File: src/rtl/stdlib_packet_router.sv
// Steers one decoupled input stream to one of N output register slices by destination index.
// Multi-beat packets stay locked to the destination of their first beat.
module stdlib_packet_router #(
   parameter int WIDTH  = 8,
   parameter int N      = 4,
   parameter int DEST_W = 2
) (
   input  logic                 clk,
   input  logic                 reset_n,
   input  logic                 io_in_valid,
   output logic                 io_in_ready,
   input  logic [WIDTH-1:0]     io_in_bits,
   input  logic [DEST_W-1:0]    io_in_dest,
   input  logic                 io_in_last,
   output logic [N-1:0]         io_out_valid,
   input  logic [N-1:0]         io_out_ready,
   output logic [N*WIDTH-1:0]   io_out_bits,
   output logic                 io_busy,
   output logic                 io_err
);

   localparam logic [DEST_W:0] NUM_PORTS = (DEST_W + 1)'(N);

   typedef enum logic {
      IDLE,
      LOCKED
   } state_t;

   state_t              state_q, state_d;
   logic [DEST_W-1:0]   lock_q, lock_d;
   logic [DEST_W-1:0]   target;
   logic                in_range;
   logic                slot_free;
   logic                fire;
   logic                err_q;
   logic [N-1:0]        valid_q;

   // Out-of-range targets are always ready so the beat is swallowed instead of stalling the input.
   always_comb begin
      target    = (state_q == LOCKED) ? lock_q : io_in_dest;
      in_range  = ({1'b0, target} < NUM_PORTS);
      slot_free = 1'b0;
      for (int k = 0; k < N; k++) begin
         if (target == DEST_W'(k)) begin
            slot_free = !valid_q[k] || io_out_ready[k];
         end
      end
      io_in_ready = !in_range || slot_free;
      fire        = io_in_valid && io_in_ready;
   end

   always_comb begin
      state_d = state_q;
      lock_d  = lock_q;
      if (fire) begin
         if (io_in_last) begin
            state_d = IDLE;
         end else if (state_q == IDLE) begin
            state_d = LOCKED;
            lock_d  = io_in_dest;
         end
      end
   end

   always_ff @(posedge clk or negedge reset_n) begin
      if (!reset_n) begin
         state_q <= IDLE;
         lock_q  <= '0;
         err_q   <= 1'b0;
      end else begin
         state_q <= state_d;
         lock_q  <= lock_d;
         err_q   <= fire && !in_range;
      end
   end

   for (genvar k = 0; k < N; k++) begin : g_slice
      logic             load;
      logic             slice_valid;
      logic [WIDTH-1:0] slice_bits;

      assign load = fire && in_range && (target == DEST_W'(k));

      // A load in the same cycle as a drain keeps the slice full with the new beat.
      always_ff @(posedge clk or negedge reset_n) begin
         if (!reset_n) begin
            slice_valid <= 1'b0;
            slice_bits  <= '0;
         end else if (load) begin
            slice_valid <= 1'b1;
            slice_bits  <= io_in_bits;
         end else if (slice_valid && io_out_ready[k]) begin
            slice_valid <= 1'b0;
         end
      end

      assign valid_q[k]                      = slice_valid;
      assign io_out_bits[k*WIDTH +: WIDTH]   = slice_bits;
   end

   assign io_out_valid = valid_q;
   assign io_busy      = (state_q == LOCKED);
   assign io_err       = err_q;

endmodule

File: config.mk
export PLATFORM = sky130hd
export DESIGN_NAME = stdlib_packet_router
export DESIGN_NICKNAME = d
export VERILOG_FILES = /design/src/rtl/stdlib_packet_router.sv
export SDC_FILE = /design/constraint.sdc
export NUM_CORES = 1
export LEC_CHECK = 0
export BUFFER_PORTS_ARGS = -buffer_cell sky130_fd_sc_hd__buf_2
export CAP_MARGIN = 30
export CORE_MARGIN = 2
export CORE_UTILIZATION = 25
export DETAILED_ROUTE_END_ITERATION = 6
export SYNTH_ARGS = -nofsm -noshare
export SYNTH_HDL_FRONTEND = slang
export SYNTH_SLANG_ARGS = --single-unit
File: constraint.sdc
create_clock -name clk -period 2.88 [get_ports clk]
set_clock_uncertainty 0.15 [all_clocks]
set_input_delay 0.864 -clock clk [delete_from_list [all_inputs] [get_ports clk]]
set_output_delay 0.864 -clock clk [all_outputs]
set_load 0.005 [all_outputs]
==> metrics.yaml, run 1 <==
outcome: "finished, final reports clean"
rr_startpoint: "io_busy"
hold_class: "register to register"
nNetsFinal: 200
fin_setup_tns_ps: 0
criticalPathCategory: "input port to output pin"
design.core.area_um2: 6760
worstSkewPairLatency_ps: 290
relSlewSlack: 0.665
syn_area_per_cell_um2: 14.5
numClockSinks: 39
ant_nets: 0
antenna_cells: 0
dpl-instance-area_um2: 2110
yosysSeqAreaShare: 0.564
fin_crit_ps: 2700
rrSetupSlack_ps: 760
final_util: 0.329
hold_violations: 0
cts_root_buf: "clkbuf_8"
drive_above_1_share: 0.617
cp_num_buf_inv: 2
die_area_um2: 7600
synthXorXnorAreaFrac: 0
clk_pin_slew_worst_paths_ps: 80
drv_cap: 0
rsz0062_at_grt: "no"
maxSlewViolCount: 0
p_leak_nw: 1.03
place_congestion: 0.810
max_stage_delay_ps: 260
power.density_nw_per_um2: 1020
routedWlPerCell_um: 14.3
synthSimpleGateAreaFrac: 0.0795
critical_path.endpoint_type: "output pin"
synth_top_family_by_area: "multiplexers"
dr.first_iter.drc_count: 27
synth_fp_nets: 137
drt_pass1_iterations: 4
grt_max_degree: 40
via_count: 1161
wl_mm: 3.75
htreeDepth: 2
io-pin-count: 57
slowest_stage: "mux2i_2"
numCtsBuffers: 5
regToRegEndpoint: "g_slice[3].slice_bits[3]"
period_share: 0.936
mostFrequentLayoutCells: "55 x buf_2, 38 x dfrtp_1, 33 x mux2_2, 7 x buf_4"
irDropWorstVdd_uv: 333
crit_path_start_kind: "input port"
cts_hold_buf: 0
overflow: 0
yosys.cell_types.count: 24
fmax_mhz: 371
ys_warn_count: 0
vias_per_cell: 4.41
setup_viol: 0
layout.cells.most_common: "buf_2"
holdPathStages: 1
floorplan.initialDensity: 0.256
die_w_um: 87.2
cts_tree: "built"
netlist_area_um2: 1730
hpwl_mm: 2.61
hold_end: "g_slice[1].slice_bits[4]"
route.detailed.drc: 0
clock_path_buffers: 2
ys_seq_elements: 39
track_usage: 0.109
antenna_found_initial: 0
die_h_um: 87.2
synthMuxAreaShare: 0.261
worstPathRequired_ps: 1870
grt_pass1_wl_mm: 6.11
hold_start: "g_slice[1].slice_bits[4]"
grt_pass1_vias: 1180
final_area_um2: 2220
cp_cell_sequence: "buf_2, mux2i_4, mux2i_2, mux2i_1, buf_2"
finalPower_mw: 2.27
cp_common_cell: "buf_2"
area_growth_pct: 28.5
pre_cts_ws_ps: 184
yosys.area_share.adder: 0
syn_inst: 119
io_buffers: 55
synth-compound-area-share: 0.0586
rows: 30
arrival_ps: 1680
worst-path-max-fanout: 3
layout_setup_ws_ps: 183
path_delay_family: "multiplexers"
worstMarginPinSlew_ps: 502
r2r_cells: 6
logic make-up (layout without fill, tap and decap cells):
family	after synthesis	after routing
compound gates	13	13
buf+inv	9	73
flops	39	39
simple gates	18	18
mux	39	39
other cells	1	1
power by group:
| part | internal [mW] | switching [mW] |
|---|---|---|
| logic | 0.494 | 0.351 |
| registers | 0.810 | 0.162 |
| clock network | 0.258 | 0.197 |
| total | 1.56 | 0.710 |
area by class of cell:
class / instances / area [um2]
clock buffer: 5 / 68.8
clock inverter: 3 / 43.8
fill: 676 / 4530
inverter: 3 / 11.3
multi-input combinational: 71 / 694
sequential: 39 / 977
tap: 80 / 100
timing repair buffer: 62 / 328
registers in the layout, indices dropped and copies added (netlist names):
register	cells
lock_q	2
g_slice.slice_bits	32
io_busy	1
g_slice.slice_valid	4
Yosys cell counts:
cell,number,area share
o22ai_1,1,0.0036
a32oi_1,2,0.010
o21ai_0,1,0.0029
nor2b_1,1,0.0036
a2bb2oi_1,1,0.0051
buf_4,5,0.022
dfrtp_1,39,0.56
nor2_1,2,0.0043
inv_1,3,0.0065
o21bai_1,1,0.0043
mux2i_1,3,0.017
conb_1,1,0.0022
nand2b_1,5,0.018
mux2i_2,2,0.016
buf_6,1,0.0065
mux2i_4,1,0.013
o31ai_1,4,0.017
nand2_1,5,0.011
a22oi_1,1,0.0043
mux2_2,33,0.21
and2b_2,1,0.0051
a21bo_2,1,0.0058
o221ai_1,1,0.0051
nor3_4,4,0.038
worst max path at each step:
| stage | cells after the start | start | slack, ps | endpoint |
|---|---|---|---|---|
| finish | 5 | io_in_dest[0] | 180 | io_in_ready |
| global route | 5 | io_in_dest[0] | 120 | io_in_ready |
| CTS | 4 | io_busy | 100 | io_in_ready |
| detailed placement | 5 | io_in_dest[0] | 180 | io_in_ready |
| global placement | 5 | io_in_dest[0] | 210 | io_in_ready |
| floorplan | 3 | io_in_dest[0] | 160 | io_in_ready |
per-stage QoR:
| stage | cells | hold WS (ps) |
|---|---|---|
| 2_1_floorplan | 119 | 341 |
| 3_3_place_gp | 255 | 336 |
| 3_5_place_dp | 255 | 341 |
| 4_1_cts | 263 | 361 |
| 5_1_grt | 263 | 380 |
| 6_report | 263 | 355 |
metal layers:
layer,vias up,part of all wire,global-route usage
met5,-,0,0
met4,0,0.012,0.0336
met3,6,0.061,0.0408
met2,42,0.48,0.180
met1,568,0.45,0.133
li1,545,-,-
repair_timing:
action / in CTS / in global routing
resized for setup: 0 / 1
setup buffers: 0 / 0
setup endpoints to repair: 0 / 1
(Power assumes the default switching activity.)
==> run 2: changes to the inputs <==
--- a/config.mk
+++ b/config.mk
@@ -7,9 +7,13 @@
 export LEC_CHECK = 0
 export BUFFER_PORTS_ARGS = -buffer_cell sky130_fd_sc_hd__buf_2
 export CAP_MARGIN = 30
+export CELL_PAD_IN_SITES_DETAIL_PLACEMENT = 0
+export CELL_PAD_IN_SITES_GLOBAL_PLACEMENT = 1
 export CORE_MARGIN = 2
 export CORE_UTILIZATION = 25
+export CTS_CLUSTER_DIAMETER = 60
 export DETAILED_ROUTE_END_ITERATION = 6
+export PLACE_DENSITY_LB_ADDON = 0.1
 export SYNTH_ARGS = -nofsm -noshare
 export SYNTH_HDL_FRONTEND = slang
 export SYNTH_SLANG_ARGS = --single-unit
==> metrics.yaml, run 2 (synthesis results as in run 1) <==
mostFrequentLayoutCells: "55 x buf_2, 38 x dfrtp_1, 33 x mux2_2, 10 x buf_4"
seq_power_share: 0.424  # -0.004
vias_per_cell: 4.45  # +0.83%
period_share: 0.936  # about the same
switching_share: 0.319  # +0.00604
cts_hold_buf: 0  # unchanged
place_congestion: 0.804  # -0.69%
setup_viol: 0  # unchanged
finalPower_mw: 2.31  # +1.6%
hpwl_mm: 3.11  # +19%
die_w_um: 87.2  # unchanged
worstSkewPairLatency_ps: 290  # about the same
drt_pass1_iterations: 4  # unchanged
worst-path-max-fanout: 3  # unchanged
power.density_nw_per_um2: 1030  # +0.61%
p_leak_nw: 1.05  # +1.6%
io_buffers: 55  # unchanged
rows: 30  # unchanged
rsz0062_at_grt: "no"
p_switching_uw: 735  # +3.6%
ant_nets: 0  # unchanged
grt_max_degree: 40  # unchanged
internal_power_mw: 1.57  # +0.73%
numCtsBuffers: 5  # unchanged
grt_busiest_layer: "met2"
die_area_um2: 7600  # unchanged
grt_pass1_wl_mm: 6.33  # +3.5%
worstMarginPinSlew_ps: 888  # +386 ps
routedWlPerCell_um: 15.4  # +8.3%
route.detailed.drc: 0  # unchanged
arrival_ps: 1680  # about the same
largest_register_ffs: 32  # unchanged
antenna_found_initial: 0  # unchanged
top_regs: "g_slice.slice_bits (32), g_slice.slice_valid (4), lock_q (2)"
clock_path_buffers: 2  # unchanged
relSlewSlack: 0.408  # -0.257
grtUsageMet1: 0.130  # -0.00350
htreeDepth: 2  # unchanged
cts_tree: "built"
via_count: 1184  # +2.0%
nNetsFinal: 203  # +1.5%
drive_above_1_share: 0.624  # +0.00617
layout.cells.most_common: "buf_2"
overflow: 0  # unchanged
clock_power_share: 0.197  # -0.003
critical_path.endpoint_type: "output pin"
cts_root_buf: "clkbuf_8"
fmax_mhz: 371  # about the same
rr_startpoint: "io_busy"
crit_path_start_kind: "input port"
antenna_cells: 0  # unchanged
worstPathRequired_ps: 1870  # about the same
floorplan.initialDensity: 0.256  # unchanged
io-pin-count: 57  # unchanged
wl_mm: 4.11  # +9.5%
design.core.area_um2: 6760  # unchanged
drv_cap: 0  # unchanged
crit_path_start: "io_in_dest[0]"
holdWs_ps: 356  # +0.841 ps
die_h_um: 87.2  # unchanged
comb_power_share: 0.379  # +0.007
met3_usage: 0.0351  # -0.00569
hold_violations: 0  # unchanged
fin_crit_ps: 2700  # -1.10 ps
regMostFlops: "g_slice.slice_bits"
hold_class: "register to register"
hold_start: "g_slice[3].slice_bits[2]"
dpl-instance-area_um2: 2130  # +1.1%
criticalPathCategory: "input port to output pin"
maxSlewViolCount: 0  # unchanged
groute.layer.met2.usage: 0.189  # +0.00902
outcome: "finished, final reports clean"
track_usage: 0.110  # +0.00121
clk_pin_slew_worst_paths_ps: 70  # about the same
numClockSinks: 39  # unchanged
final_area_um2: 2250  # +1.0%
irDropWorstVdd_uv: 359  # +8.0%
dr.first_iter.drc_count: 20  # -26%
fillCellCount: 699  # +3.4%
grt_pass1_vias: 1281  # +8.6%
fin_setup_tns_ps: 0  # unchanged
area_growth_pct: 29.8
dp.cells: 258  # +1.2%
fin_cells: 266  # +1.1%
## run 2: cell count changes in the layout (fill, tap and decap cells not counted), sizes merged
cell / delta
buf: +3
## run 2: critical path, stage by stage
cell and delay, ps:
buf_2 130, mux2i_4 200, mux2i_2 260, mux2i_1 100
buf_2 130
## run 2: layer usage
metal  part of all wire  wire (um)
met5                  0          0
met4              0.010         43
met3              0.065        267
met2               0.52       2150
met1               0.40       1650
## run 2: what timing repair did
item,4_1_cts,5_1_grt
endpoints found under the setup margin,0,1
gates resized for setup,0,1
setup buffers,0,0
## run 2: area by class of cell
cell class / count / area, um2 / area share
Clock buffer: 5 / 68.8 / 0.0306
Sequential cell: 39 / 977 / 0.435
Timing Repair Buffer: 65 / 350 / 0.156
Inverter: 3 / 11.3 / 0.00501
Multi-Input combinational cell: 71 / 694 / 0.309
Clock inverter: 3 / 43.8 / 0.0195
Tap cell: 80 / 100 / 0.0446
## run 2: final timing paths
path,endpoint,slack [ps],cells past startpoint
max,io_in_ready,180,5
min,g_slice[3].slice_bits[2],360,1
max reg2reg,g_slice[1].slice_bits[2],750,6
min reg2reg,g_slice[3].slice_bits[2],360,1
max in group asynchronous,io_busy,1430,1
min in group asynchronous,g_slice[3].slice_valid,530,1
## run 2: per-stage QoR
step,util,setup slack (ps)
after CTS,0.332,86.8
after floorplan,-,156
after detailed placement,0.316,168
final,0.332,184
after global routing,0.332,128
after global placement,0.316,172
## run 2: power groups by stage
stage | logic, mW | clock network, mW | registers [mW]
floorplan | 0.516 | 0 | 0.974
global placement | 0.882 | 0 | 0.977
detailed placement | 0.896 | 0 | 0.991
CTS | 0.896 | 0.474 | 0.983
global route | 0.962 | 0.500 | 1.02
finish | 0.875 | 0.454 | 0.979
==> run 3: changes to the inputs <==
--- a/config.mk
+++ b/config.mk
@@ -5,6 +5,7 @@
 export SDC_FILE = /design/constraint.sdc
 export NUM_CORES = 1
 export LEC_CHECK = 0
+export ABC_AREA = 1
 export BUFFER_PORTS_ARGS = -buffer_cell sky130_fd_sc_hd__buf_2
 export CAP_MARGIN = 30
 export CELL_PAD_IN_SITES_DETAIL_PLACEMENT = 0
==> metrics.yaml, run 3 <==
grt_max_degree: 40  # unchanged
drive_above_1_share: 0.319  # -0.305
criticalPathCategory: "input port to output pin"
synth_most_common_cell: "nand2_1"
cts_hold_buf: 0  # unchanged
io-pin-count: 57  # unchanged
area_growth_pct: 23.9
netlist_area_um2: 1800  # +3.9%
design.core.area_um2: 6870  # +1.7%
relSlewSlack: 0.662  # +0.254
holdWs_ps: 319  # -36.8 ps
ys_seq_elements: 39  # unchanged
track_usage: 0.130  # +0.0193
largest_register_ffs: 32  # unchanged
hpwl_mm: 3.42  # +9.8%
async_flop_share: 1.00  # unchanged
top_regs: "g_slice.slice_bits (32), g_slice.slice_valid (4), lock_q (2)"
clk_pin_slew_worst_paths_ps: 80  # about the same
dr.first_iter.drc_count: 55  # +180%
fin_setup_tns_ps: 0  # unchanged
power.density_nw_per_um2: 920  # -11%
irDropWorstVdd_uv: 244  # -32%
outcome: "finished, final reports clean"
mostFrequentLayoutCells: "73 x nand2_1, 55 x buf_2, 39 x dfrtp_1, 26 x nand4_1, 18 x inv_1"
nNetsFinal: 275  # +35%
synth_top_cell_by_area: "dfrtp_1"
route.detailed.drc: 0  # unchanged
critical_path.endpoint_type: "output pin"
grt_pass1_wl_mm: 7.57  # +20%
worst-path-max-fanout: 3  # unchanged
worstMarginPinSlew_ps: 506  # -381 ps
fmax_mhz: 392  # +5.7%
drv_cap: 0  # unchanged
place_congestion: 0.743  # -7.6%
synth_edf_count: 0  # unchanged
hold_violations: 0  # unchanged
period_share: 0.886  # -0.0501
synthTopCellsByCount: "73 x nand2_1, 39 x dfrtp_1, 26 x nand4_1"
hold_class: "register to register"
vias_per_cell: 4.16  # -6.6%
setup_viol: 0  # unchanged
antenna_cells: 0  # unchanged
routedWlPerCell_um: 13.6  # -12%
yosys.cell_types.count: 20  # -17%
syn_area_per_cell_um2: 8.81  # -39%
regMostFlops: "g_slice.slice_bits"
floorplan.initialDensity: 0.262  # +0.00564
worstSkewPairLatency_ps: 280  # about the same
fillCellCount: 781  # +12%
numCtsBuffers: 5  # unchanged
numClockSinks: 39  # unchanged
die_h_um: 88.8  # +1.8%
p_leak_nw: 1.23  # +17%
synth_top_area_share: 0.543  # -0.0212
arrival_ps: 1540  # -140 ps
rsz0062_at_grt: "no"
ctsResizeCount: 0  # unchanged
ant_nets: 0  # unchanged
overflow: 0  # unchanged
synthTopCellsByArea: "dfrtp_1 54%, nand2_1 15%, nand4_1 9.0%, inv_1 3.8%, o21ai_1 3.1%"
cts_root_buf: "clkbuf_8"
rows: 30  # unchanged
maxSlewViolCount: 0  # unchanged
via_count: 1467  # +24%
grt_pass1_vias: 1424  # +11%
drt_pass1_iterations: 4  # unchanged
synth_top_flop_cell: "dfrtp_1"
die_w_um: 88.8  # +1.8%
clock_path_buffers: 2  # unchanged
postCtsSetupBuffers: 0  # unchanged
crit_path_start_kind: "input port"
io_buffers: 55  # unchanged
layout.cells.most_common: "nand2_1"
ys_warn_count: 0  # unchanged
synth_fp_nets: 222  # +62%
worstPathRequired_ps: 1870  # about the same
yosysSeqAreaShare: 0.543  # -0.0212
syn_inst: 204  # +71%
wl_mm: 4.81  # +17%
final_util: 0.324  # -0.00818
fin_crit_ps: 2550  # -144 ps
cts_tree: "built"
die_area_um2: 7890  # +3.7%
htreeDepth: 2  # unchanged
antenna_found_initial: 0  # unchanged
[run 3: changes by cell type after synthesis, sizes merged, moves of 2 or more]
cell / delta
a32oi: -2
buf: +3
clkbuf: +4
inv: +16
mux2: -33
mux2i: -6
nand2: +73
nand2b: -5
nand3: +8
nand4: +27
nor2: +6
nor3: -4
o21ai: +10
o31ai: -4
[run 3: final cells by class]
cell class | count | area, um2 | share of cell area
Sequential cell | 39 | 976 | 0.438
Multi-Input combinational cell | 133 | 667 | 0.299
Timing Repair Buffer | 59 | 305 | 0.137
Inverter | 19 | 71.3 | 0.0320
Clock inverter | 1 | 5.00 | 0.00225
Tap cell | 96 | 120 | 0.0539
Clock buffer | 6 | 82.6 | 0.0371
[run 3: path summary, 6_finish.rpt]
path / start / to / slack [ps] / depth (start not counted)
worst min-delay path: g_slice[2].slice_bits[0] / g_slice[2].slice_bits[0] / 320 / 2
worst max-delay path: io_in_dest[0] / io_in_ready / 330 / 8
max in group asynchronous: reset_n / g_slice[2].slice_bits[2] / 1750 / 2
min in group asynchronous: reset_n / g_slice[3].slice_bits[0] / 480 / 2
worst max register to register: io_busy / g_slice[0].slice_bits[7] / 810 / 10
worst min register to register: g_slice[2].slice_bits[0] / g_slice[2].slice_bits[0] / 320 / 2
[run 3: routing by layer]
layer  vias up  wire, um  GRT usage
li1        763         -          -
met1       667      2340      0.180
met2        33      2200      0.201
met3         4       223     0.0317
met4         0        43     0.0372
met5         -         0          0
[run 3: power by group]
| part | switching, mW | internal [mW] | total (mW) |
|---|---|---|---|
| registers | 0.135 | 0.793 | 0.929 |
| clock network | 0.192 | 0.188 | 0.380 |
| logic | 0.418 | 0.321 | 0.739 |
[run 3: metrics by stage]
| stage | cell area (um2) | setup WS, ps | power (mW) | instances |
|---|---|---|---|---|
| after CTS | 2230 | 321 | 2.10 | 353 |
| after detailed placement | 2140 | 324 | 1.70 | 346 |
| final | 2230 | 329 | 2.05 | 353 |
| after global placement | 2140 | 337 | 1.70 | 346 |
| after floorplan | 1800 | 392 | 1.35 | 204 |
| after global routing | 2230 | 258 | 2.24 | 353 |
[run 3: kinds of logic after synthesis]
kind of cell,Yosys count,share of synthesized area
AO/OA/AOI/OAI,11,0.0306
buffers and inverters,32,0.0863
flip-flops,39,0.543
other,1,0.00209
AND/OR/NAND/NOR,121,0.338
[run 3: worst max-delay path, cell delays in order]
cell	delay [ps]
buf_2	110
inv_1	40
nand2_1	40
nand2_1	130
nand3_1	80
nand2_1	110
nor2_4	40
buf_2	110
